`src/rtl/prog_loader.sv`:
```
// prog_loader: boot-time loader that assembles 19-bit instruction words from a byte
// stream, writes them to instruction memory and releases the CPU reset once the
// image checksum verifies. Stream errors latch a sticky error and keep the CPU in reset.
module prog_loader #(
  parameter int ADDR_WIDTH = 8,
  parameter int DATA_WIDTH = 19
) (
  input  logic                  clk,
  input  logic                  reset,
  input  logic [7:0]            in_data,
  input  logic                  in_valid,
  output logic                  in_ready,
  output logic                  imem_we,
  output logic [ADDR_WIDTH-1:0] imem_addr,
  output logic [DATA_WIDTH-1:0] imem_wdata,
  output logic                  cpu_reset,
  output logic                  done,
  output logic                  error
);

  // The index must count one past the largest address so it can be compared with N.
  localparam int IDX_W     = ADDR_WIDTH + 1;
  localparam int MAX_WORDS = 2 ** ADDR_WIDTH;

  typedef enum logic [2:0] {
    S_COUNT = 3'd0,
    S_B0    = 3'd1,
    S_B1    = 3'd2,
    S_B2    = 3'd3,
    S_WRITE = 3'd4,
    S_CSUM  = 3'd5,
    S_DONE  = 3'd6,
    S_ERR   = 3'd7
  } state_t;

  state_t                state_q, state_d;
  logic [7:0]            n_q, n_d;
  logic [IDX_W-1:0]      idx_q, idx_d;
  logic [2:0]            b0_q, b0_d;
  logic [7:0]            b1_q, b1_d;
  logic [7:0]            xor_q, xor_d;
  logic                  imem_we_q, imem_we_d;
  logic [ADDR_WIDTH-1:0] imem_addr_q, imem_addr_d;
  logic [DATA_WIDTH-1:0] imem_wdata_q, imem_wdata_d;
  logic                  cpu_reset_q, cpu_reset_d;
  logic                  done_q, done_d;
  logic                  error_q, error_d;

  logic                  accept_state_s;
  logic                  in_ready_s;
  logic                  xfer_s;
  logic                  too_big_s;
  logic [IDX_W-1:0]      idx_inc_s;
  logic                  last_word_s;

  // Decode which states take a stream byte; reset always blocks acceptance.
  always_comb begin
    accept_state_s = 1'b0;
    case (state_q)
      S_COUNT, S_B0, S_B1, S_B2, S_CSUM: accept_state_s = 1'b1;
      default:                           accept_state_s = 1'b0;
    endcase
    in_ready_s  = !reset && accept_state_s;
    xfer_s      = in_valid && in_ready_s;
    too_big_s   = (32'(in_data) > 32'(MAX_WORDS));
    idx_inc_s   = idx_q + {{(IDX_W-1){1'b0}}, 1'b1};
    last_word_s = (32'(idx_inc_s) == 32'(n_q));
  end

  // Next-state and datapath updates for the load sequence.
  always_comb begin
    state_d      = state_q;
    n_d          = n_q;
    idx_d        = idx_q;
    b0_d         = b0_q;
    b1_d         = b1_q;
    xor_d        = xor_q;
    imem_we_d    = 1'b0;
    imem_addr_d  = imem_addr_q;
    imem_wdata_d = imem_wdata_q;
    cpu_reset_d  = cpu_reset_q;
    done_d       = done_q;
    error_d      = error_q;

    case (state_q)
      S_COUNT: begin
        if (xfer_s) begin
          n_d   = in_data;
          xor_d = in_data;
          idx_d = {IDX_W{1'b0}};
          if (in_data == 8'd0) begin
            state_d = S_CSUM;
          end else if (too_big_s) begin
            state_d = S_ERR;
            error_d = 1'b1;
          end else begin
            state_d = S_B0;
          end
        end else begin
          state_d = S_COUNT;
        end
      end

      S_B0: begin
        if (xfer_s) begin
          if (in_data[7:3] != 5'd0) begin
            state_d = S_ERR;
            error_d = 1'b1;
          end else begin
            b0_d    = in_data[2:0];
            xor_d   = xor_q ^ in_data;
            state_d = S_B1;
          end
        end else begin
          state_d = S_B0;
        end
      end

      S_B1: begin
        if (xfer_s) begin
          b1_d    = in_data;
          xor_d   = xor_q ^ in_data;
          state_d = S_B2;
        end else begin
          state_d = S_B1;
        end
      end

      S_B2: begin
        if (xfer_s) begin
          imem_wdata_d = DATA_WIDTH'({b0_q, b1_q, in_data});
          imem_addr_d  = idx_q[ADDR_WIDTH-1:0];
          imem_we_d    = 1'b1;
          xor_d        = xor_q ^ in_data;
          state_d      = S_WRITE;
        end else begin
          state_d = S_B2;
        end
      end

      // Single write cycle: the strobe drops and the index advances on exit.
      S_WRITE: begin
        imem_we_d = 1'b0;
        idx_d     = idx_inc_s;
        if (last_word_s) begin
          state_d = S_CSUM;
        end else begin
          state_d = S_B0;
        end
      end

      S_CSUM: begin
        if (xfer_s) begin
          if (in_data == xor_q) begin
            state_d     = S_DONE;
            cpu_reset_d = 1'b0;
            done_d      = 1'b1;
          end else begin
            state_d = S_ERR;
            error_d = 1'b1;
          end
        end else begin
          state_d = S_CSUM;
        end
      end

      S_DONE: begin
        state_d = S_DONE;
      end

      S_ERR: begin
        state_d     = S_ERR;
        cpu_reset_d = 1'b1;
      end

      // An undecodable state is treated as a fault that keeps the CPU held.
      default: begin
        state_d     = S_ERR;
        error_d     = 1'b1;
        cpu_reset_d = 1'b1;
      end
    endcase
  end

  // State and output registers with synchronous reset; memory contents are untouched.
  always_ff @(posedge clk) begin
    if (reset) begin
      state_q      <= S_COUNT;
      n_q          <= 8'd0;
      idx_q        <= {IDX_W{1'b0}};
      b0_q         <= 3'd0;
      b1_q         <= 8'd0;
      xor_q        <= 8'd0;
      imem_we_q    <= 1'b0;
      imem_addr_q  <= {ADDR_WIDTH{1'b0}};
      imem_wdata_q <= {DATA_WIDTH{1'b0}};
      cpu_reset_q  <= 1'b1;
      done_q       <= 1'b0;
      error_q      <= 1'b0;
    end else begin
      state_q      <= state_d;
      n_q          <= n_d;
      idx_q        <= idx_d;
      b0_q         <= b0_d;
      b1_q         <= b1_d;
      xor_q        <= xor_d;
      imem_we_q    <= imem_we_d;
      imem_addr_q  <= imem_addr_d;
      imem_wdata_q <= imem_wdata_d;
      cpu_reset_q  <= cpu_reset_d;
      done_q       <= done_d;
      error_q      <= error_d;
    end
  end

  assign in_ready   = in_ready_s;
  assign imem_we    = imem_we_q;
  assign imem_addr  = imem_addr_q;
  assign imem_wdata = imem_wdata_q;
  assign cpu_reset  = cpu_reset_q;
  assign done       = done_q;
  assign error      = error_q;

endmodule
```
`config.mk`:
```
export PLATFORM = sky130hd
export DESIGN_NAME = prog_loader
export DESIGN_NICKNAME = d
export VERILOG_FILES = /design/src/rtl/prog_loader.sv
export SDC_FILE = /design/constraint.sdc
export NUM_CORES = 1
export LEC_CHECK = 0
export CAP_MARGIN = 25
export CELL_PAD_IN_SITES_DETAIL_PLACEMENT = 2
export CELL_PAD_IN_SITES_GLOBAL_PLACEMENT = 2
export CORE_ASPECT_RATIO = 1.25
export CORE_UTILIZATION = 32
export CTS_CLUSTER_SIZE = 12
export DETAILED_ROUTE_END_ITERATION = 7
export PLACE_DENSITY_LB_ADDON = 0.1
export SKIP_CTS_REPAIR_TIMING = 1
export SLEW_MARGIN = 40
export SYNTH_ARGS = -nofsm -noshare
export SYNTH_HDL_FRONTEND = slang
export SYNTH_SLANG_ARGS = --single-unit
```
`constraint.sdc`:
```
create_clock -name clk -period 3 [get_ports clk]
set_clock_uncertainty 0.1 [all_clocks]
set_input_delay 0.9 -clock clk [delete_from_list [all_inputs] [get_ports clk]]
set_output_delay 0.9 -clock clk [all_outputs]
set_load 0.03 [all_outputs]
```
==> results of run 1 <==
area by class of cell:
type	count	share of cell area, %
repair buffers	62	14.33
clock buffers	11	6.019
multi-input cells	289	39.78
inverters	4	0.3723
flip-flops and latches	70	34.75
clock inverters	5	0.8377
well taps	126	3.909
cells in the mapped netlist (5+ instances only):
master,instances,share of area [%]
o21ai_0,10,1.6
clkbuf_1,21,2.5
nand3_1,8,1.3
o21ai_1,6,0.95
nand2_1,86,10
nor2_1,33,3.9
buf_2,6,0.95
mux2i_1,13,4.1
dfxtp_1,70,44
a21oi_1,56,8.8
and3_1,5,0.99
o211ai_1,9,2.1
xnor2_1,16,4.4
sequential cells by signal, indices dropped and copies added, names as in the netlist:
register and cells:
done 1, idx_q 9, b0_q 3, b1_q 8, state_q 3, xor_q 8, cpu_reset 1, imem_wdata 19
imem_we 1, n_q 8, error 1, imem_addr 8
power by group:
part	switching (uW)	total (uW)	internal, uW
logic	149	240	90.8
registers	20.5	973	952
clock network	414	995	582
layer usage:
metal,up-vias,GRT usage [%]
met2,31,38.59
met1,1463,22.49
li1,1413,-
met3,13,4.167
met5,-,0
met4,0,8.042
worst max-delay path by stage:
stage,from,to,depth (start not counted)
2_1_floorplan,reset,in_ready,3
3_3_place_gp,in_valid,b1_q[5]$_SDFFE_PP0P_,5
3_5_place_dp,in_data[3],xor_q[4]$_SDFFE_PP0P_,6
4_1_cts,state_q[1]$_SDFF_PP0_,in_ready,4
5_1_grt,state_q[1]$_SDFF_PP0_,in_ready,4
6_report,state_q[1]$_SDFF_PP0_,in_ready,4
kinds of logic (layout without fill, tap and decap cells):
family          after synthesis  count (layout)
compound gates               96              96
xor+xnor                     20              20
fa+ha+maj                     1               1
buf+inv                      36              82
flops                        70              70
mux                          13              13
simple gates                159             159
through the flow:
step | instances | util [%] | cell area [um^2] | hold WS (ns) | power, uW
floorplan | 395 | - | 3172 | 0.3313 | 1148
global placement | 551 | 39.09 | 3756 | 0.3340 | 1228
detailed placement | 551 | 39.09 | 3756 | 0.3522 | 1236
CTS | 567 | 41.97 | 4033 | 0.3634 | 2244
global route | 567 | 41.97 | 4033 | 0.3832 | 2292
finish | 567 | 41.97 | 4033 | 0.3561 | 2209
critical path: stages (launching register included):
cell             delay [ns]
dfxtp_1                0.32
inv_1                  0.11
nand2_1                0.18
a21oi_1                0.18
clkdlybuf4s50_1        0.68
==> impl_metrics.yaml, run 1 <==
status:
  status: "finished clean"
finish:
  finalNetCount: 448
  multi_input_area_um2: 1604
  layout_commonest_cell: "nand2_1"
  drive_gt1_share_pct: 10.43
  nFillCells: 1108
  mostFrequentLayoutCells: "86 x nand2_1, 70 x dfxtp_1, 56 x a21oi_1"
  ff_latch_area_um2: 1401
  area_growth_pct: 27.14
  num_antenna_cells: 0
pwr:
  ir_worst_vdd_mv: 0.3041
  p_leak_uw: 0.001440
  power.density_nw_per_um2: 547.7
placed_design:
  port_buffers: 42
  place.gp.congestion: 0.7753
  dp_slack_ns: 0.07391
  dp.final_hpwl_um: 7234
setup_path:
  reg2reg_depth: 6
  endpoint_kind: "output pin"
  rr_endpoint: "idx_q[2]$_SDFFE_PP0P_"
  crit_path_max_fanout: 3
  worstPathArrival_ns: 1.80
  start_kind: "flip-flop"
  worst-r2r-setup-slack_ns: 0.96
  critical_path_class: "reg2out"
  r2r_start: "state_q[1]$_SDFF_PP0_"
  cp_data_required_time_ns: 2.00
routing:
  wl_per_cell_um: 17.66
  wl_met1_um: 4132
  vias_per_cell: 5.150
  drt_iter0_markers: 96
  drt-pass1-iter-count: 6
  routed_wl_um: 10020
  wl_met2_um: 5469
  drc_errors: 0
  wl_met3_um: 213
  ant_nets: 0
  route.top_layer_used: "met4"
  vias: 2920
worst_hold_path:
  min_path_cells: 2
  hp-start: "imem_addr[2]$_SDFFE_PP0P_"
  whs_endpoint: "imem_addr[2]$_SDFFE_PP0P_"
  hold_class: "reg2reg"
yosys:
  synth_nets: 407
  avgSynthCellArea_um2: 8.030
  synth_fa_ha_area_share_pct: 0.3945
  netlist-cell-type-count: 47
  ys.flop_type: "dfxtp_1"
  synthCells: 395
  synth_xor_area_share_pct: 5.523
  yosys_register_bits: 70
  synth_top_family_by_area: "simple AND/OR/NAND/NOR gates"
  synthMuxAreaShare_pct: 4.103
  yosysWarnings: 0
  synth_edf_count: 0
  synth_compound_area_share_pct: 17.59
  synth-seq-area-share_pct: 44.18
  syn_area_um2: 3172
  synthArstFlopShare_pct: 0
  synth_simple_gate_area_share_pct: 22.96
flow_run:
  drv_cap: 0
clocking:
  clk_latency_ns: 0.34
  clk_pin_slew_worst_paths_ns: 0.06
  cts_tree: "yes"
  clock_sinks: 70
  h-tree-depth: 3
  numCtsBuffers: 9
  cts_max_path_buffers: 2
  clock_tree.root_cell: "clkbuf_16"
sta:
  post-route-min-period_ns: 2.805
  maxSlewViolCount: 0
  hold_viol: 0
  finalSetupTns_ns: 0
  period_share_pct: 93.49
  clock.fmax_ghz: 0.3565
  setup_violations: 0
  tightestPinTransition_ns: 0.5603
  layout_setup_ws_ns: 0.1953
  max_slew_margin_pct: 62.51
  rsz0062_at_grt: "no"
die:
  row_count: 40
  dieArea_um2: 10320
  core_um2: 9609
  io_pins: 43
  die_w_um: 91.05
  chipHeight_um: 113.3
  start_util_pct: 33.01
global_route:
  grt_use_total_pct: 20.55
  grt_max_degree: 45
  antenna_found_initial: 0
  grt_pass1_wl_um: 16220
  grt_pass1_vias: 3122
  overflow: 0
(Power assumes the default switching activity.)
==> run 2: changes to the inputs <==
--- a/config.mk
+++ b/config.mk
@@ -8,7 +8,7 @@
 export CAP_MARGIN = 25
 export CELL_PAD_IN_SITES_DETAIL_PLACEMENT = 2
 export CELL_PAD_IN_SITES_GLOBAL_PLACEMENT = 2
-export CORE_ASPECT_RATIO = 1.25
+export CORE_ASPECT_RATIO = 1.5
 export CORE_UTILIZATION = 32
 export CTS_CLUSTER_SIZE = 12
 export DETAILED_ROUTE_END_ITERATION = 7
==> impl_metrics.yaml, run 2 (same netlist as run 1, synthesis figures left out) <==
routing:
  wl_per_cell_um: 17.62
  ant_nets: 0
  routed_wl_um: 9761
  drt-pass1-iter-count: 4
  vias: 2880
  vias_per_cell: 5.199
  drt_iter0_markers: 66
  drc_errors: 0
finish:
  mostFrequentLayoutCells: "86 x nand2_1, 70 x dfxtp_1, 56 x a21oi_1"
  layout_commonest_cell: "nand2_1"
  num_antenna_cells: 0
  largest_register_ffs: 19
  area_growth_pct: 26.79
  finalNetCount: 447
  drive_gt1_share_pct: 10.48
  final_cell_area_um2: 4021
global_route:
  grt_pass1_vias: 3145
  antenna_found_initial: 0
  grt_use_total_pct: 20.15
  grt_pass1_wl_um: 15960
  grt_max_degree: 45
  overflow: 0
pwr:
  power.total_uw: 2255
  ir_worst_vdd_mv: 0.3025
  p_leak_uw: 0.001442
  power.density_nw_per_um2: 560.7
placed_design:
  port_buffers: 42
  dp.final_hpwl_um: 6984
  place.gp.congestion: 0.7364
  place_area_um2: 3732
sta:
  hold_viol: 0
  post-route-min-period_ns: 2.678
  finalSetupTns_ns: 0
  tightestPinTransition_ns: 0.7114
  maxSlewViolCount: 0
  setup_violations: 0
  clock.fmax_ghz: 0.3734
  max_slew_margin_pct: 52.40
  period_share_pct: 89.26
  rsz0062_at_grt: "no"
die:
  chipHeight_um: 123.9
  row_count: 44
  core_um2: 9634
  start_util_pct: 32.92
  dieArea_um2: 10320
  die_w_um: 83.29
  io_pins: 43
setup_path:
  start_kind: "flip-flop"
  cp_data_required_time_ns: 2.00
  critical_path_class: "reg2out"
  crit_path_max_fanout: 14
  endpoint_kind: "output pin"
  critPathTopFamily: "flip-flops"
  path_cells: "nand2_1 > a21oi_1 > buf_4"
  worstPathArrival_ns: 1.68
  timing.critical_path.buf_inv: 1
  critical-path-max-stage-delay_ns: 0.64
  reg2reg_depth: 5
  critical_path_depth: 3
  crit_slowest_cell: "dfxtp_1"
status:
  status: "finished clean"
clocking:
  clock_sinks: 70
  h-tree-depth: 3
  cts_tree: "yes"
  clk_latency_ns: 0.34
  clock_tree.root_cell: "clkbuf_16"
  cts_max_path_buffers: 2
  clk_pin_slew_worst_paths_ns: 0.06
  numCtsBuffers: 9
worst_hold_path:
  min_path_cells: 2
  hold_class: "reg2reg"
flow_run:
  drv_cap: 0
[run 2: changes by cell type in the layout (fill, tap and decap cells not counted)]
| cell | change |
|---|---|
| clkbuf_8 | -1 |
| clkdlybuf4s50_1 | -1 |
| clkbuf_1 | -1 |
| inv_6 | -1 |
| clkinv_4 | +1 |
| bufinv_16 | +1 |
[run 2: cell type report]
class / count / area [um^2]
inverters: 4 / 15.01
multi-input cells: 289 / 1604
well taps: 115 / 143.9
clock inverters: 6 / 63.81
flip-flops and latches: 70 / 1401
fillers: 1079 / 5613
clock buffers: 9 / 225.2
repair buffers: 61 / 568.0
[run 2: final timing paths]
path	end	slack [ns]	start
max	in_ready	0.32	state_q[0]$_SDFF_PP0_
max reg2reg	idx_q[5]$_SDFFE_PP0P_	0.86	state_q[0]$_SDFF_PP0_
min reg2reg	done$_SDFFE_PP0P_	0.35	done$_SDFFE_PP0P_
min	done$_SDFFE_PP0P_	0.35	done$_SDFFE_PP0P_
[run 2: stage by stage]
stage          setup slack (ns)  instances  util (%)  hold WS [ns]
2_1_floorplan            0.2199        395         -        0.3313
3_3_place_gp             0.1203        539     38.74        0.3321
3_5_place_dp            0.04425        539     38.74        0.3468
4_1_cts                  0.2752        554     41.74        0.3557
5_1_grt                  0.1904        554     41.74        0.3743
6_report                 0.3221        554     41.74        0.3478
[run 2: power by group]
| part | switching (uW) | total (uW) | internal, uW |
|---|---|---|---|
| Combinational | 138 | 226 | 87.3 |
| Clock | 409 | 1050 | 636 |
| Sequential | 31.4 | 984 | 953 |
| Total | 579 | 2250 | 1680 |
[run 2: worst register-to-register path, cell delays in order, from the launching register on]
cell      delay [ns]
dfxtp_1         0.64
nor2_1          0.24
and2_0          0.37
nor2_2          0.38
nor2_1          0.10
a211oi_1        0.23
[run 2: layer usage]
metal  GRT usage [%]  share of wire [%]  wire (um)
met4           8.405                2.2        212
met5               0                  0          0
met3           4.440                2.1        209
met2           38.99                 57       5566
met1           20.90                 39       3772
==> run 3: changes to the inputs <==
--- a/config.mk
+++ b/config.mk
@@ -8,7 +8,6 @@
 export CAP_MARGIN = 25
 export CELL_PAD_IN_SITES_DETAIL_PLACEMENT = 2
 export CELL_PAD_IN_SITES_GLOBAL_PLACEMENT = 2
-export CORE_ASPECT_RATIO = 1.5
 export CORE_UTILIZATION = 32
 export CTS_CLUSTER_SIZE = 12
 export DETAILED_ROUTE_END_ITERATION = 7
==> impl_metrics.yaml, run 3 (same netlist as run 1, synthesis figures left out) <==
routing:
  routed_wl_um: 9635
  drt-pass1-iter-count: 4
  vias: 2919
  ant_nets: 0
  drt_iter0_markers: 61
  wl_per_cell_um: 16.84
  drc_errors: 0
  vias_per_cell: 5.103
global_route:
  grt_use_total_pct: 20.18
  grt_max_degree: 43
  grt_pass1_vias: 3075
  antenna_found_initial: 0
  overflow: 0
  grt_pass1_wl_um: 15750
sta:
  rsz0062_at_grt: "no"
  post-route-min-period_ns: 2.847
  maxSlewViolCount: 0
  hold_viol: 0
  layout_setup_ws_ns: 0.1529
  period_share_pct: 94.90
  fin_worst_hold_slack_ns: 0.3469
  max_slew_margin_pct: 57.53
  finalSetupTns_ns: 0
  setup_violations: 0
  tightestPinTransition_ns: 0.6347
  clock.fmax_ghz: 0.3512
finish:
  num_antenna_cells: 0
  layout_commonest_cell: "nand2_1"
  drive_gt1_share_pct: 11.06
  largest_register_ffs: 19
  mostFrequentLayoutCells: "86 x nand2_1, 70 x dfxtp_1, 56 x a21oi_1"
  area_growth_pct: 25.92
  finalNetCount: 451
  nFillCells: 1086
setup_path:
  worstPathArrival_ns: 1.85
  timing.critical_path.buf_inv: 2
  critical_path_class: "reg2out"
  start_kind: "flip-flop"
  cp_data_required_time_ns: 2.00
  endpoint_kind: "output pin"
  crit_slowest_cell: "clkdlybuf4s50_1"
  crit_path_max_fanout: 3
  critPathTopFamily: "buffers and inverters"
  critical-path-max-stage-delay_ns: 0.70
  path_cells: "inv_1 > nand2_1 > a21oi_1 > clkdlybuf4s50_1"
placed_design:
  port_buffers: 42
  dp_slack_ns: 0.1043
  place.gp.congestion: 0.7715
  dp.final_hpwl_um: 6848
die:
  row_count: 35
  chipHeight_um: 101.6
  io_pins: 43
  die_w_um: 101.6
  core_um2: 9415
  dieArea_um2: 10310
  start_util_pct: 33.69
clocking:
  cts_tree: "yes"
  clock_tree.root_cell: "clkbuf_8"
  clk_pin_slew_worst_paths_ns: 0.08
  numCtsBuffers: 9
  cts_max_path_buffers: 2
  h-tree-depth: 3
  clock_sinks: 70
  clk_latency_ns: 0.34
pwr:
  p_leak_uw: 0.001431
  power.density_nw_per_um2: 514.8
  power.total_uw: 2056
  ir_worst_vdd_mv: 0.2492
worst_hold_path:
  hold_class: "reg2reg"
status:
  status: "finished clean"
flow_run:
  drv_cap: 0
[run 3: layout make-up]
cell class	count	area, um^2	share of cell area (%)
timing repair buffer	65	600.6	15.04
inverter	4	15.01	0.3759
clock inverter	6	87.58	2.193
tap	129	161.4	4.041
multi-input combinational	289	1604	40.16
clock buffer	9	123.9	3.102
sequential	70	1401	35.09
[run 3: worst paths after layout]
path,cells after the start,endpoint,from,slack [ns]
setup / recovery,4,in_ready,state_q[1]$_SDFF_PP0_,0.15
hold / removal,2,done$_SDFFE_PP0P_,done$_SDFFE_PP0P_,0.35
setup reg to reg,7,idx_q[3]$_SDFFE_PP0P_,state_q[2]$_SDFF_PP0_,1.03
hold reg to reg,2,done$_SDFFE_PP0P_,done$_SDFFE_PP0P_,0.35
[run 3: power breakdown]
part	leakage (uW)	switching, uW	internal [uW]
Sequential	0.000566	20.9	951
Clock	0.000109	377	464
Combinational	0.000755	151	92.9
[run 3: metrics by stage]
step	util (%)	area, um^2	cells
2_1_floorplan	-	3172	395
3_3_place_gp	40.17	3782	557
3_5_place_dp	40.17	3782	557
4_1_cts	42.42	3994	572
5_1_grt	42.42	3994	572
6_report	42.42	3994	572
[run 3: worst reg2reg max path: stages, from the launching register on]
cell and delay (ns):
dfxtp_1 0.33, buf_4 0.20, or3b_1 0.45, buf_4 0.18, nor3_4 0.16, nor2_2 0.13, o21ai_0 0.21, a21oi_1 0.08
[run 3: metal layers]
metal / vias to the layer above / routed length [um] / GRT usage [%]
met5: - / 0 / 0
met1: 1458 / 4412 / 25.10
met4: 0 / 117 / 7.023
met2: 32 / 4964 / 35.55
met3: 10 / 142 / 2.761
li1: 1419 / - / -
